## config.mk

```make
export PLATFORM = sky130hd
export DESIGN_NAME = pll_supervisor
export DESIGN_NICKNAME = d
export VERILOG_FILES = /design/src/rtl/pll_sup_pkg.sv /design/src/rtl/pll_supervisor_sync_2ff.sv /design/src/rtl/pll_supervisor.sv
export SDC_FILE = /design/constraint.sdc
export NUM_CORES = 1
export LEC_CHECK = 0
export CAP_MARGIN = 20
export CORE_ASPECT_RATIO = 1.75
export CORE_UTILIZATION = 49
export DETAILED_ROUTE_END_ITERATION = 10
export PLACE_DENSITY = 0.71
export SLEW_MARGIN = 30
export SYNTH_ARGS = -nofsm -noshare
export SYNTH_HDL_FRONTEND = slang
export SYNTH_SLANG_ARGS = --single-unit
```

## constraint.sdc

```tcl
create_clock -name clk_25m -period 1.7 [get_ports clk_25m]
set_input_delay 0.17 -clock clk_25m [delete_from_list [all_inputs] [get_ports clk_25m]]
set_output_delay 0.17 -clock clk_25m [all_outputs]
set_load 0.02 [all_outputs]
```

## src/rtl/pll_sup_pkg.sv

```systemverilog
// pll_sup_pkg: shared types and constants for the PLL supervisor.
//   state_e       - supervisor FSM state encoding
//   CNT_W         - width of the shared per-state cycle counter
//   *_DEF         - default timing parameters (25 MHz board clock)
//   last_count()  - terminal counter value for an N-cycle interval
package pll_sup_pkg;

  localparam int CNT_W             = 20;
  localparam int RST_CYCLES_DEF    = 16;
  localparam int LOCK_TIMEOUT_DEF  = 25000;
  localparam int STABLE_CYCLES_DEF = 256;

  typedef enum logic [1:0] {
    RESET_PLL   = 2'd0,
    WAIT_LOCK   = 2'd1,
    STABLE_WAIT = 2'd2,
    RUN         = 2'd3
  } state_e;

  // The counter starts at 0 on state entry, so an N-cycle interval ends at N-1.
  function automatic logic [CNT_W-1:0] last_count(input int n);
    return CNT_W'(n - 1);
  endfunction

endpackage

```

## src/rtl/pll_supervisor_sync_2ff.sv

```systemverilog
// sync_2ff: two-flop synchronizer for one asynchronous bit.
//   clk_25m - destination clock
//   rst     - synchronous active-high reset, clears both flops
//   d_i     - asynchronous input
//   q_o     - synchronized output (2 cycles latency)
module sync_2ff (
  input  logic clk_25m,
  input  logic rst,
  input  logic d_i,
  output logic q_o
);

  logic meta_q;
  logic sync_q;

  // Two-stage capture of the asynchronous input.
  always_ff @(posedge clk_25m) begin
    if (rst) begin
      meta_q <= 1'b0;
      sync_q <= 1'b0;
    end else begin
      meta_q <= d_i;
      sync_q <= meta_q;
    end
  end

  assign q_o = sync_q;

endmodule

```

## src/rtl/pll_supervisor.sv

```systemverilog
// pll_supervisor: sequences PLL reset, waits for lock with timeout, qualifies
// lock stability and reports readiness.
//   clk_25m      - 25 MHz board clock, all logic on rising edge
//   rst          - synchronous active-high reset
//   pll_locked   - raw PLL LOCK (asynchronous)
//   pll_rst      - registered PLL reset request
//   pll_ready    - registered, high while lock is qualified
//   timeout_err  - registered one-cycle pulse per lock timeout
//   relock_count - saturating count of lock losses while ready
// Build option: define PLL_SUPERVISOR_STATS_EN to compile in relock_count;
// otherwise relock_count is tied to zero.
module pll_supervisor
  import pll_sup_pkg::*;
#(
  parameter int RST_CYCLES    = RST_CYCLES_DEF,
  parameter int LOCK_TIMEOUT  = LOCK_TIMEOUT_DEF,
  parameter int STABLE_CYCLES = STABLE_CYCLES_DEF
) (
  input  logic       clk_25m,
  input  logic       rst,
  input  logic       pll_locked,
  output logic       pll_rst,
  output logic       pll_ready,
  output logic       timeout_err,
  output logic [7:0] relock_count
);

  localparam logic [CNT_W-1:0] RST_LAST    = last_count(RST_CYCLES);
  localparam logic [CNT_W-1:0] LOCK_LAST   = last_count(LOCK_TIMEOUT);
  localparam logic [CNT_W-1:0] STABLE_LAST = last_count(STABLE_CYCLES);

  logic             lk_s;
  state_e           state_q, state_d;
  logic [CNT_W-1:0] cnt_q, cnt_d;
  logic             pll_rst_q, pll_rst_d;
  logic             pll_ready_q, pll_ready_d;
  logic             timeout_q, timeout_d;

  sync_2ff u_sync (
    .clk_25m (clk_25m),
    .rst     (rst),
    .d_i     (pll_locked),
    .q_o     (lk_s)
  );

  // Next-state, counter and output decode; outputs follow the next state so
  // they are registered yet aligned with the state they describe.
  always_comb begin
    state_d   = state_q;
    timeout_d = 1'b0;
    case (state_q)
      RESET_PLL: begin
        if (cnt_q == RST_LAST) begin
          state_d = WAIT_LOCK;
        end else begin
          state_d = RESET_PLL;
        end
      end
      WAIT_LOCK: begin
        // Lock takes priority over a coincident timeout.
        if (lk_s) begin
          state_d = STABLE_WAIT;
        end else if (cnt_q == LOCK_LAST) begin
          state_d   = RESET_PLL;
          timeout_d = 1'b1;
        end else begin
          state_d = WAIT_LOCK;
        end
      end
      STABLE_WAIT: begin
        if (!lk_s) begin
          state_d = WAIT_LOCK;
        end else if (cnt_q == STABLE_LAST) begin
          state_d = RUN;
        end else begin
          state_d = STABLE_WAIT;
        end
      end
      RUN: begin
        if (!lk_s) begin
          state_d = RESET_PLL;
        end else begin
          state_d = RUN;
        end
      end
      default: begin
        state_d = RESET_PLL;
      end
    endcase

    if (state_d != state_q) begin
      cnt_d = {CNT_W{1'b0}};
    end else begin
      cnt_d = cnt_q + CNT_W'(1);
    end

    pll_rst_d   = (state_d == RESET_PLL);
    pll_ready_d = (state_d == RUN);
  end

  // State, counter and output registers.
  always_ff @(posedge clk_25m) begin
    if (rst) begin
      state_q     <= RESET_PLL;
      cnt_q       <= {CNT_W{1'b0}};
      pll_rst_q   <= 1'b1;
      pll_ready_q <= 1'b0;
      timeout_q   <= 1'b0;
    end else begin
      state_q     <= state_d;
      cnt_q       <= cnt_d;
      pll_rst_q   <= pll_rst_d;
      pll_ready_q <= pll_ready_d;
      timeout_q   <= timeout_d;
    end
  end

  assign pll_rst     = pll_rst_q;
  assign pll_ready   = pll_ready_q;
  assign timeout_err = timeout_q;

`ifdef PLL_SUPERVISOR_STATS_EN
  logic       lock_lost_s;
  logic [7:0] relock_q, relock_d;

  // Saturating relock counter increment on loss of lock while running.
  always_comb begin
    lock_lost_s = (state_q == RUN) && !lk_s;
    if (lock_lost_s && (relock_q != 8'd255)) begin
      relock_d = relock_q + 8'd1;
    end else begin
      relock_d = relock_q;
    end
  end

  // Relock counter register.
  always_ff @(posedge clk_25m) begin
    if (rst) begin
      relock_q <= 8'd0;
    end else begin
      relock_q <= relock_d;
    end
  end

  assign relock_count = relock_q;
`else
  assign relock_count = 8'd0;
`endif

endmodule

```

Word-level counts from Yosys, hierarchy flattened
Cells that the tools add are included.
- register bits after elaboration: 27
- input bits: 3
- output and inout bits: 11
- $add $sub $neg: 1
- equality and inequality tests: 8
- muxes and demuxes: 8
- bitwise operators: 1
- reductions and logical operators: 4
- operator list (cell ; number):
    20-bit by 1-bit adder with 20-bit output, second input constant ; 1
    20-bit by 15-bit == test with 1-bit output, second input constant ; 1
    20-bit by 4-bit == test with 1-bit output, second input constant ; 1
    20-bit by 8-bit == test with 1-bit output, second input constant ; 1
    2-bit one-hot mux with 4 select lines ; 1
    2-bit == test, second input constant ; 3
    2-bit 2-to-1 mux ; 3
    2-bit zero test ; 2
    1-bit 2-to-1 mux ; 4
    3-bit OR reduction ; 1
    2-bit by 1-bit == test with 1-bit output, second input constant ; 1
    2-bit inequality test ; 1
    2-bit OR reduction ; 1
    1-bit NOT ; 1

Longest topological paths before layout
Gate-level depths: netlist of the first run.
- depth after elaboration: 6
- mapped depth: 7
- gate-level depth less buffers: 6

Modules after synthesis
Synthesis of the first run repeated with hierarchy kept, for this count alone.
- cell total of the unflattened synthesis: 145
- area, all modules: 1303.8 µm²
- by module, submodules not included (module ; times used ; cells each ; area each (µm²) ; seq. area each (µm²)):
    pll_supervisor ; 1 ; 141 ; 1251.2 ; 500.5
    sync_2ff ; 1 ; 4 ; 52.6 ; 40.0

Least setup slack after synthesis of the first run
Ideal clock, no wire load.
- path kind: register to register
- start point: reg state_q[1]
- end point: reg cnt_q[12]
- setup time: 0.115 ns
- arrival: 1.686 ns
- setup slack: -0.100 ns
- stages on the path, launching flop included: 8
- path buffers: 2
- clock period less this slack: 1.800 ns
- cells stage by stage: dfxtp_1 buf_6 a211o_1 or3_1 o311a_1 o31ai_4 buf_6 nor2_1
- longest elaborated chain between the ends: 4
- elaborated cells on any way between the ends: 7
- those cells by class: 4 x eq/ne; 1 x mux; 2 x reduce/logical
- RTL lines (what ; line ; text):
    start: declaration ; pll_supervisor.sv:33 ; state_e state_q, state_d;
    start signal: assignment ; pll_supervisor.sv:110 ; state_q <= state_d;
    2-bit == test, or another cell as far along ; pll_supervisor.sv:51 ; case (state_q)
    2-bit one-hot mux with 4 select lines ; pll_supervisor.sv:51 ;
    2-bit inequality test (*) ; pll_supervisor.sv:91 ; if (state_d != state_q) begin
    2-bit OR reduction (no source line) (*) ; -- ;
    end signal: assignment ; pll_supervisor.sv:105 ; cnt_q <= {CNT_W{1'b0}};
    end signal: assignment ; pll_supervisor.sv:111 ; cnt_q <= cnt_d;
    end: declaration ; pll_supervisor.sv:34 ; logic [CNT_W-1:0] cnt_q, cnt_d;
Mark *: on every way between the ends. The rest lies on a longest branch, timed or not.
A chain may end at the register's enable or synchronous reset.

Worst setup path after layout of the first run
- start point: reg u_sync.sync_q (netlist: u_sync.q_o)
- end point: reg cnt_q[7]
- longest elaborated chain between the ends: 4
- elaborated cells on any way between the ends: 6
- those cells by class: 1 x eq/ne; 4 x mux; 1 x reduce/logical
- RTL lines (what ; line ; text):
    start: declaration ; pll_supervisor_sync_2ff.sv:14 ; logic sync_q;
    start signal: assignment ; pll_supervisor_sync_2ff.sv:23 ; sync_q <= meta_q;
    2-bit 2-to-1 mux, on equally long branches ; pll_supervisor.sv:80, pll_supervisor.sv:61, pll_supervisor.sv:71 ;
    2-bit one-hot mux with 4 select lines (*) ; pll_supervisor.sv:51 ;
    2-bit inequality test (*) ; pll_supervisor.sv:91 ;
    2-bit OR reduction (no source line) (*) ; -- ;
Marks and branches as above.

==> results of run 1 <==
[layer usage]
layer	vias to the layer above	track usage (%)	part of all wire [%]
met1	526	22.9	38
met4	0	11.5	3.1
met3	10	4.44	1.9
met5	-	0	0
li1	565	-	-
met2	20	38.0	57
[logic make-up after synthesis]
group                    Yosys count
AO/OA/AOI/OAI                     10
XOR/XNOR                          19
adder cells (fa/ha/maj)            1
buffers and inverters             17
flip-flops                        27
other                              1
AND/OR/NAND/NOR                   76
[worst reg2reg max path, cell delays in order, from the launching register on]
cell	delay (ns)
dfxtp_2	0.34
a211o_1	0.31
or3_4	0.35
o311a_4	0.33
o31ai_4	0.23
buf_12	0.19
nor2_1	0.07
[final cells by class]
type                            instances  share of cell area (%)
Sequential cell                        27                    32.1
Tap cell                               26                    1.91
Clock inverter                          1                   0.294
Timing Repair Buffer                   37                    17.8
Multi-Input combinational cell        114                    44.3
Clock buffer                            3                    2.43
Inverter                                5                    1.10
[through the flow]
step	hold slack, ns	util (%)
5_1_grt	0.451	68.3
4_1_cts	0.434	64.2
3_3_place_gp	0.432	61.7
2_1_floorplan	0.242	-
3_5_place_dp	0.456	61.7
6_report	0.438	68.3
[what timing repair did]
action | in CTS | in global routing
setup endpoints to repair | 22 | 24
resized for setup | 5 | 17
buffers inserted | 0 | 3
pin swaps | 0 | 2
[path summary, 6_finish.rpt]
| check | slack (ns) | from | to |
|---|---|---|---|
| worst max-delay path | -0.21 | u_sync.q_o | cnt_q[7] |
| worst min-delay path | 0.44 | pll_locked | u_sync.meta_q |
| worst max register to register | -0.21 | u_sync.q_o | cnt_q[7] |
| worst min register to register | 0.46 | u_sync.meta_q | u_sync.q_o |
[cell usage after synthesis, types with 2 or more instances]
cell and instances:
nor2_1 31, dfxtp_1 27, xnor2_1 12, nand2_1 10
buf_4 8, nand3_1 7, xor2_1 7, nand4_1 6
inv_1 5, nor3_1 5, nor4_1 5, and3_1 4
buf_6 3, or3_1 3, and4_1 2, nor2b_1 2
o211a_1 2
[power by group through the flow]
| stage | logic (mW) | clock network (mW) | registers, mW |
|---|---|---|---|
| 3_5_place_dp | 0.0628 | 0 | 0.660 |
| 6_report | 0.0714 | 0.360 | 0.649 |
| 3_3_place_gp | 0.0611 | 0 | 0.660 |
| 5_1_grt | 0.0781 | 0.402 | 0.650 |
| 2_1_floorplan | 0.0557 | 0 | 0.660 |
| 4_1_cts | 0.0631 | 0.372 | 0.646 |
[registers in the layout, indices dropped and copies added (netlist names)]
| register | count |
|---|---|
| pll_rst | 1 |
| pll_ready | 1 |
| state_q | 2 |
| u_sync.q_o | 1 |
| cnt_q | 20 |
| u_sync.meta_q | 1 |
| timeout_err | 1 |
==> impl_metrics.py, run 1 <==
metrics = {
    "status": {
        "status": "complete, but fails checks",
        "violations": "negative setup slack",
    },
    "clock_tree": {
        "cts.clk_slew.worst_paths_ns": 0.09,
        "insertion_delay_ns": 0.27,
        "postCtsHoldBufs": 0,
        "cts-htree-levels": 1,
        "cts_root_buf": "clkbuf_8",
        "cts_tree": "done",
        "numCtsBuffers": 3,
        "clock_sinks": 27,
        "clockBufferDepth": 2,
    },
    "synthesis": {
        "synthMuxAreaShare_pct": 0,
        "synth_top_family_by_area": "simple AND/OR/NAND/NOR gates",
        "synth_compound_area_share_pct": 7.32,
        "synth_area_mm2": 0.00130,
        "yosysTopAreaCellShare_pct": 41.6,
        "synth_warnings": 0,
        "ys_seq_area_share_pct": 41.6,
        "yosys.area.top_type": "dfxtp_1",
        "ys_ff_latch": 27,
        "yosys.area_share.adder_pct": 0.963,
        "synth_edf_count": 0,
        "ys_async_sr_fraction_pct": 0,
        "synth_cells": 151,
        "synth.area.top_cells": "dfxtp_1 42%, nor2_1 9.0%, xnor2_1 8.1%, xor2_1 4.7%, buf_4 4.6%",
        "synthSimpleGateAreaFrac_pct": 27.9,
        "synthXorXnorAreaFrac_pct": 12.8,
        "postSynthAreaPerCell_um2": 8.60,
        "ys.flop_type": "dfxtp_1",
        "synth_cell_types": 29,
    },
    "power": {
        "leakage_nw": 0.698,
        "design_power_total_mw": 1.08,
        "p_seq_share_pct": 60.0,
        "combPwrFrac_pct": 6.6,
        "p_per_area_mw_per_mm2": 635,
        "switching_share_pct": 22.7,
        "power_frac_clock_pct": 33.3,
        "vdd_drop_max_uv": 584,
        "p_sw_mw": 0.245,
        "internal-power_mw": 0.835,
    },
    "cells_and_area": {
        "final_area_mm2": 0.00170,
        "fillers": 184,
        "multiInputGateArea_um2": 754,
        "layout.nets": 192,
        "syn2layout_area_growth_pct": 31.0,
        "antenna_cells": 0,
        "layout-drive-gt1-share_pct": 29.9,
        "final_cell_mix": "31 x nor2_1, 31 x buf_4, 22 x dfxtp_1, 12 x xnor2_1, 9 x nand2_1",
        "area.sequential_um2": 547,
        "fin_cells": 213,
    },
    "sta": {
        "fin_crit_sh_pct": 113,
        "fin_skew_ns": 0.00587,
        "finalCriticalPeriod_ns": 1.91,
        "setup_viol": 20,
        "max_freq_mhz": 523,
        "timing.final.ws_setup_ns": -0.213,
        "finalMaxSlewViolations": 0,
        "finalHoldViolations": 0,
        "rsz0062_at_grt": "yes",
        "final.setup.tns_ns": -3.81,
    },
    "critical_path": {
        "path_depth": 6,
        "cp.required_ns": 1.87,
        "rr_worst_depth": 6,
        "max_stage_delay_ns": 0.35,
        "cp_slowest_cell": "or3_4",
        "path_max_fanout": 20,
        "path_delay_family": "compound AO/OA/AOI/OAI gates",
        "crit_path_end_kind": "flip-flop",
        "critPathLaunchType": "flip-flop",
        "critPathKind": "flip-flop to flip-flop",
        "cp_cell_sequence": "a211o_1, or3_4, o311a_4, o31ai_4, buf_12, nor2_1",
        "worst-path-buf-inv": 1,
        "cp.arrival_ns": 2.08,
    },
    "placement": {
        "dpl_cell_area_mm2": 0.00154,
        "dp_cells": 206,
        "pre_cts_slack_ns": -0.251,
        "finalWeightedCongestion": 0.780,
        "hpwl_um": 2220,
        "io_buffers": 5,
    },
    "routing": {
        "dr.pass1.iters": 4,
        "routed_wl_um": 2970,
        "via_per_inst": 5.26,
        "vias": 1121,
        "drtIter0Drc": 19,
        "drc": 0,
        "wl_per_cell_um": 14.0,
        "final_antenna_net_count": 0,
    },
    "floorplan": {
        "coreArea_mm2": 0.00249,
        "die_w_um": 40.9,
        "ioPinCount": 14,
        "initial_utilization_pct": 52.1,
        "rows": 24,
        "die_h_um": 70.1,
        "dieArea_mm2": 0.00287,
    },
    "run": {
        "max_cap_viol_count": 0,
    },
    "min_path": {
        "worstHoldPathCells": 2,
        "min_path_type": "input port to flip-flop",
    },
    "global_route": {
        "grt_pass1_vias": 1113,
        "grt_overflow_total": 0,
        "antenna_found_initial": 0,
        "grt_use_total_pct": 22.3,
        "grt_pass1_wl_um": 4550,
        "grt_max_degree": 21,
    },
}
Power figures use the tool's default switching activity.
==> inputs of run 2 (changes only) <==
--- a/config.mk
+++ b/config.mk
@@ -13,4 +13,5 @@
 export SLEW_MARGIN = 30
 export SYNTH_ARGS = -nofsm -noshare
 export SYNTH_HDL_FRONTEND = slang
+export SYNTH_HIERARCHICAL = 1
 export SYNTH_SLANG_ARGS = --single-unit
==> run 2 against run 1 <==
- the flow now finishes without violations
- flip-flop and latch count is the same
- synthesized cell count decreased by 4.0%
- power shrank 1.1%
- sequential share of layout area increased by 4.1 points
- clock skew down 0.0030 ns
- global-route usage fell by 1.5 points
- via count shrank 7.3%
- non-clock buffer count decreased by 22
- worst hold slack gained 0.019 ns
- critical path type unchanged
- die area up 0.37%
- synthesized area rose by 0.39%
==> impl_metrics.py, run 2 <==
metrics = {
    "synthesis": {
        "synth_cells": 145,
        "ys_async_sr_fraction_pct": 0,
        "synth_compound_area_share_pct": 7.49,
        "yosysMostFrequentCell": "dfxtp_1",
        "yosysTopAreaCellShare_pct": 41.5,
        "ys.flop_type": "dfxtp_1",
        "ys_ff_latch": 27,
        "yosys.area.top_type": "dfxtp_1",
        "synthXorXnorAreaFrac_pct": 12.1,
        "synth.area.top_cells": "dfxtp_1 41%, xor2_1 8.1%, nor2_1 7.2%, buf_4 5.2%, nand3_1 4.6%",
        "ys_seq_area_share_pct": 41.5,
        "synth_edf_count": 0,
        "postSynthAreaPerCell_um2": 8.99,
        "synth_top_family_by_area": "simple AND/OR/NAND/NOR gates",
        "synth_warnings": 6,
        "synthSimpleGateAreaFrac_pct": 31.1,
        "yosys.area_share.adder_pct": 0.960,
        "synthTopCellsByCount": "27 x dfxtp_1, 25 x nor2_1, 12 x nand3_1, 12 x xor2_1, 9 x buf_4",
        "synthMuxAreaShare_pct": 0,
        "synth_area_mm2": 0.00130,
        "synth_cell_types": 36,
    },
    "status": {
        "status": "finished clean",
    },
    "sta": {
        "fin_crit_sh_pct": 98.8,
        "fin_skew_ns": 0.00289,
        "finalCriticalPeriod_ns": 1.68,
        "holdWs_ns": 0.457,
        "timing.final.ws_setup_ns": 0.0210,
        "max_freq_mhz": 596,
        "finalHoldViolations": 0,
        "final.setup.tns_ns": 0,
        "rsz0062_at_grt": "yes",
        "setup_viol": 0,
        "finalMaxSlewViolations": 0,
    },
    "cells_and_area": {
        "fillers": 224,
        "antenna_cells": 0,
        "area.sequential_um2": 541,
        "largestRegisters": "cnt_q: 20 flops, state_q: 2 flops",
        "final_common_cell": "dfxtp_1",
        "multiInputGateArea_um2": 738,
        "utilization_pct": 59.8,
        "largest_register_ffs": 20,
        "fin_cells": 187,
        "top_register": "cnt_q",
        "layout-drive-gt1-share_pct": 18.0,
        "final_cell_mix": "27 x dfxtp_1, 24 x nor2_1, 12 x nand3_1, 12 x xor2_1, 10 x buf_4",
        "layout.nets": 166,
        "syn2layout_area_growth_pct": 14.3,
        "final_area_mm2": 0.00149,
    },
    "critical_path": {
        "cp_slowest_cell": "or4_4",
        "path_delay_family": "simple AND/OR/NAND/NOR gates",
        "critPathKind": "flip-flop to flip-flop",
        "path_max_fanout": 9,
        "cp_cell_sequence": "or4_4, nor3_4, a31o_1, buf_4, nor2_1",
        "crit_path_end_kind": "flip-flop",
        "cp.required_ns": 1.87,
        "worst-path-buf-inv": 1,
        "cp.arrival_ns": 1.85,
        "critPathLaunchType": "flip-flop",
        "max_stage_delay_ns": 0.54,
    },
    "global_route": {
        "antenna_found_initial": 0,
        "grt_max_degree": 16,
        "grt_overflow_total": 0,
        "grt_pass1_vias": 1023,
        "grt_use_total_pct": 20.8,
        "grt_pass1_wl_um": 4210,
    },
    "routing": {
        "final_antenna_net_count": 0,
        "dr.pass1.iters": 4,
        "routed_wl_um": 2710,
        "vias": 1039,
        "drc": 0,
        "drtIter0Drc": 40,
        "via_per_inst": 5.56,
        "wl_per_cell_um": 14.5,
    },
    "min_path": {
        "min_path_type": "flip-flop to flip-flop",
    },
    "placement": {
        "dpl_cell_area_mm2": 0.00141,
        "dp_cells": 183,
        "hpwl_um": 2020,
        "io_buffers": 5,
        "finalWeightedCongestion": 0.791,
        "pre_cts_slack_ns": 0.000203,
    },
    "floorplan": {
        "initial_utilization_pct": 52.3,
        "ioPinCount": 14,
        "dieArea_mm2": 0.00288,
        "die_h_um": 70.2,
        "coreArea_mm2": 0.00249,
        "rows": 24,
        "die_w_um": 41.0,
    },
    "clock_tree": {
        "numCtsBuffers": 3,
        "cts_tree": "done",
        "cts.clk_slew.worst_paths_ns": 0.09,
        "cts_root_buf": "clkbuf_8",
        "postCtsHoldBufs": 0,
        "insertion_delay_ns": 0.27,
        "clockBufferDepth": 2,
        "cts-htree-levels": 1,
        "clock_sinks": 27,
    },
    "power": {
        "design_power_total_mw": 1.07,
        "vdd_drop_max_uv": 465,
        "leakage_nw": 0.575,
        "p_per_area_mw_per_mm2": 716,
    },
    "run": {
        "max_cap_viol_count": 0,
    },
}
## run 2: changes by cell type after synthesis, sizes merged, moves of 4 or more
cell   previous run  this run
nand3             7        12
xor2              7        12
nor2             31        25
xnor2            12         6
nor3b             0         4
## run 2: power breakdown
part / internal [mW] / switching (mW)
sequential: 0.640 / 0.00766
clock: 0.164 / 0.193
combinational: 0.0256 / 0.0376
total: 0.830 / 0.238
## run 2: repair_timing
action	4_1_cts	5_1_grt
resized for setup	2	6
cloned	0	0
buffers inserted	0	0
setup endpoints to repair	15	19
pin swaps	2	1
## run 2: metal layers
| metal | global-route usage [%] | routed length, µm |
|---|---|---|
| met4 | 8.89 | 42 |
| met3 | 3.17 | 58 |
| met5 | 0 | 0 |
| met1 | 20.1 | 1070 |
| met2 | 38.0 | 1540 |
## run 2: area by class of cell
class                      count  share of cell area, %
inverter                       2                  0.504
multi-input combinational    113                   49.5
sequential                    27                   36.3
timing repair buffer          15                   8.40
tap                           26                   2.18
clock buffer                   3                   2.77
clock inverter                 1                  0.336
## run 2: worst paths after layout
| kind | endpoint | slack [ns] | depth (start not counted) | from |
|---|---|---|---|---|
| max | cnt_q[17] | 0.02 | 5 | cnt_q[11] |
| min | u_sync/q_o | 0.46 | 1 | u_sync/meta_q |
| max reg2reg | cnt_q[17] | 0.02 | 5 | cnt_q[11] |
| min reg2reg | u_sync/q_o | 0.46 | 1 | u_sync/meta_q |
## run 2: logic make-up (layout without fill, tap and decap cells)
logic type | after synthesis | count (layout)
adders and majority gates | 1 | 1
xor gates and xnor gates | 18 | 18
DFF | 27 | 27
buffers and inverters | 12 | 21
AOI/OAI and AO/OA | 10 | 10
and+or+nand+nor | 76 | 76
other | 1 | 8
==> inputs of run 3 (changes only) <==
--- a/config.mk
+++ b/config.mk
@@ -10,6 +10,7 @@
 export CORE_UTILIZATION = 49
 export DETAILED_ROUTE_END_ITERATION = 10
 export PLACE_DENSITY = 0.71
+export RECOVER_POWER = 100
 export SLEW_MARGIN = 30
 export SYNTH_ARGS = -nofsm -noshare
 export SYNTH_HDL_FRONTEND = slang
==> run 3 against run 2 <==
- power rose by 0.11%
- worst hold slack hardly changed
- combinational power shrank 4.3%
- sequential power hardly changed
- global-route usage is the same
- final cell count is the same
- largest power group unchanged
- via count about the same
- critical endpoint unchanged
- maximum frequency increased by 0.22%
- cell area fell by 0.76%
- clock power increased by 1%
- clock skew rose by 0.0013 ns
- non-clock buffer count stayed put
==> impl_metrics.py, run 3 (synthesis gave the netlist of run 2 again) <==
metrics = {
    "status": {
        "status": "finished clean",
    },
    "min_path": {
        "worstHoldPathCells": 1,
        "min_path_type": "flip-flop to flip-flop",
        "whs_endpoint": "u_sync/q_o",
        "hold_start": "u_sync/meta_q",
    },
    "clock_tree": {
        "cts_root_buf": "clkbuf_8",
        "insertion_delay_ns": 0.27,
        "cts_tree": "done",
        "clock_sinks": 27,
        "clockBufferDepth": 2,
        "cts-htree-levels": 1,
        "postCtsHoldBufs": 0,
        "cts.clk_slew.worst_paths_ns": 0.09,
        "numCtsBuffers": 3,
    },
    "global_route": {
        "grt_pass1_wl_um": 4210,
        "grt_overflow_total": 0,
        "grt_use_total_pct": 20.8,
        "antenna_found_initial": 0,
        "grt_max_degree": 16,
        "grt_pass1_vias": 1023,
    },
    "sta": {
        "fin_crit_sh_pct": 98.5,
        "final.setup.tns_ns": 0,
        "finalHoldViolations": 0,
        "holdWs_ns": 0.457,
        "fin_skew_ns": 0.00419,
        "finalCriticalPeriod_ns": 1.68,
        "rsz0062_at_grt": "yes",
        "finalMaxSlewViolations": 0,
        "timing.final.ws_setup_ns": 0.0248,
        "max_freq_mhz": 597,
        "setup_viol": 0,
    },
    "cells_and_area": {
        "final_area_mm2": 0.00148,
        "multiInputGateArea_um2": 738,
        "top_register": "cnt_q",
        "area.sequential_um2": 541,
        "syn2layout_area_growth_pct": 13.4,
        "utilization_pct": 59.3,
        "final_cell_mix": "27 x dfxtp_1, 24 x nor2_1, 12 x nand3_1, 12 x xor2_1, 8 x conb_1",
        "final_common_cell": "dfxtp_1",
        "largest_register_ffs": 20,
        "layout-drive-gt1-share_pct": 16.1,
        "antenna_cells": 0,
        "layout.nets": 166,
        "fin_cells": 187,
        "largestRegisters": "cnt_q: 20 flops, state_q: 2 flops",
        "fillers": 224,
    },
    "routing": {
        "wl_met3_um": 91,
        "routed.top_layer": "met4",
        "via_per_inst": 5.55,
        "dr.pass1.iters": 4,
        "vias": 1038,
        "drc": 0,
        "final_antenna_net_count": 0,
        "wl_per_cell_um": 14.5,
        "drtIter0Drc": 37,
        "route.met2.wl_um": 1530,
        "routed_wl_um": 2720,
        "wl_met1_um": 1050,
    },
    "critical_path": {
        "max_stage_delay_ns": 0.54,
        "r2r_setup_slack_ns": 0.02,
        "cp_cell_sequence": "or4_4, nor3_4, a31o_1, buf_4, nor2_1",
        "path_delay_family": "simple AND/OR/NAND/NOR gates",
        "critPathKind": "flip-flop to flip-flop",
        "cp.arrival_ns": 1.84,
        "critPathLaunchType": "flip-flop",
        "worst-path-buf-inv": 1,
        "rr_worst_depth": 5,
        "worstReg2RegEnd": "cnt_q[17]",
        "cp_slowest_cell": "or4_4",
        "crit_path_end_kind": "flip-flop",
        "path_max_fanout": 9,
        "cp.required_ns": 1.87,
        "reg2reg_from": "cnt_q[11]",
    },
    "placement": {
        "io_buffers": 5,
        "pre_cts_slack_ns": 0.000203,
        "hpwl_um": 2020,
        "dpl_cell_area_mm2": 0.00141,
        "finalWeightedCongestion": 0.791,
        "dp_cells": 183,
    },
    "power": {
        "leakage_nw": 0.569,
        "design_power_total_mw": 1.07,
        "p_per_area_mw_per_mm2": 723,
        "vdd_drop_max_uv": 464,
    },
    "floorplan": {
        "initial_utilization_pct": 52.3,
        "rows": 24,
        "coreArea_mm2": 0.00249,
        "ioPinCount": 14,
        "dieArea_mm2": 0.00288,
        "die_h_um": 70.2,
        "die_w_um": 41.0,
    },
    "run": {
        "max_cap_viol_count": 0,
    },
}
## run 3: worst max-delay path by stage
stage / startpoint / end / slack, ns / cells past startpoint
after floorplan: cnt_q[16] / cnt_q[3] / 0.02 / 6
after global placement: cnt_q[1] / pll_ready / 0.007 / 6
after detailed placement: cnt_q[1] / cnt_q[5] / 0.0002 / 6
after CTS: cnt_q[0] / cnt_q[4] / 0.02 / 6
after global routing: cnt_q[11] / pll_ready / -0.04 / 5
final: cnt_q[11] / cnt_q[17] / 0.02 / 5
## run 3: layout make-up
| cell class | count | area share (%) |
|---|---|---|
| Multi-Input combinational cell | 113 | 49.9 |
| Timing Repair Buffer | 15 | 7.70 |
| Clock buffer | 3 | 2.79 |
| Inverter | 2 | 0.508 |
| Sequential cell | 27 | 36.5 |
| Clock inverter | 1 | 0.338 |
| Tap cell | 26 | 2.20 |
## run 3: layer usage
metal  track usage [%]  up-vias
met5                 0        -
met3              3.17        4
met4              8.89        0
li1                  -      509
met2              38.0       30
met1              20.1      495
## run 3: power by group
group	internal (mW)	leakage [nW]	total, mW	switching (mW)
Clock	0.164	0.0255	0.361	0.196
Combinational	0.0230	0.325	0.0604	0.0374
Sequential	0.640	0.218	0.648	0.00765
Total	0.827	0.569	1.07	0.242
## run 3: timing repair
item,in CTS,in global routing
setup buffers,0,0
setup endpoints to repair,15,19
endpoints found under the hold margin,0,0
resized for setup,2,6
pin swaps,2,1
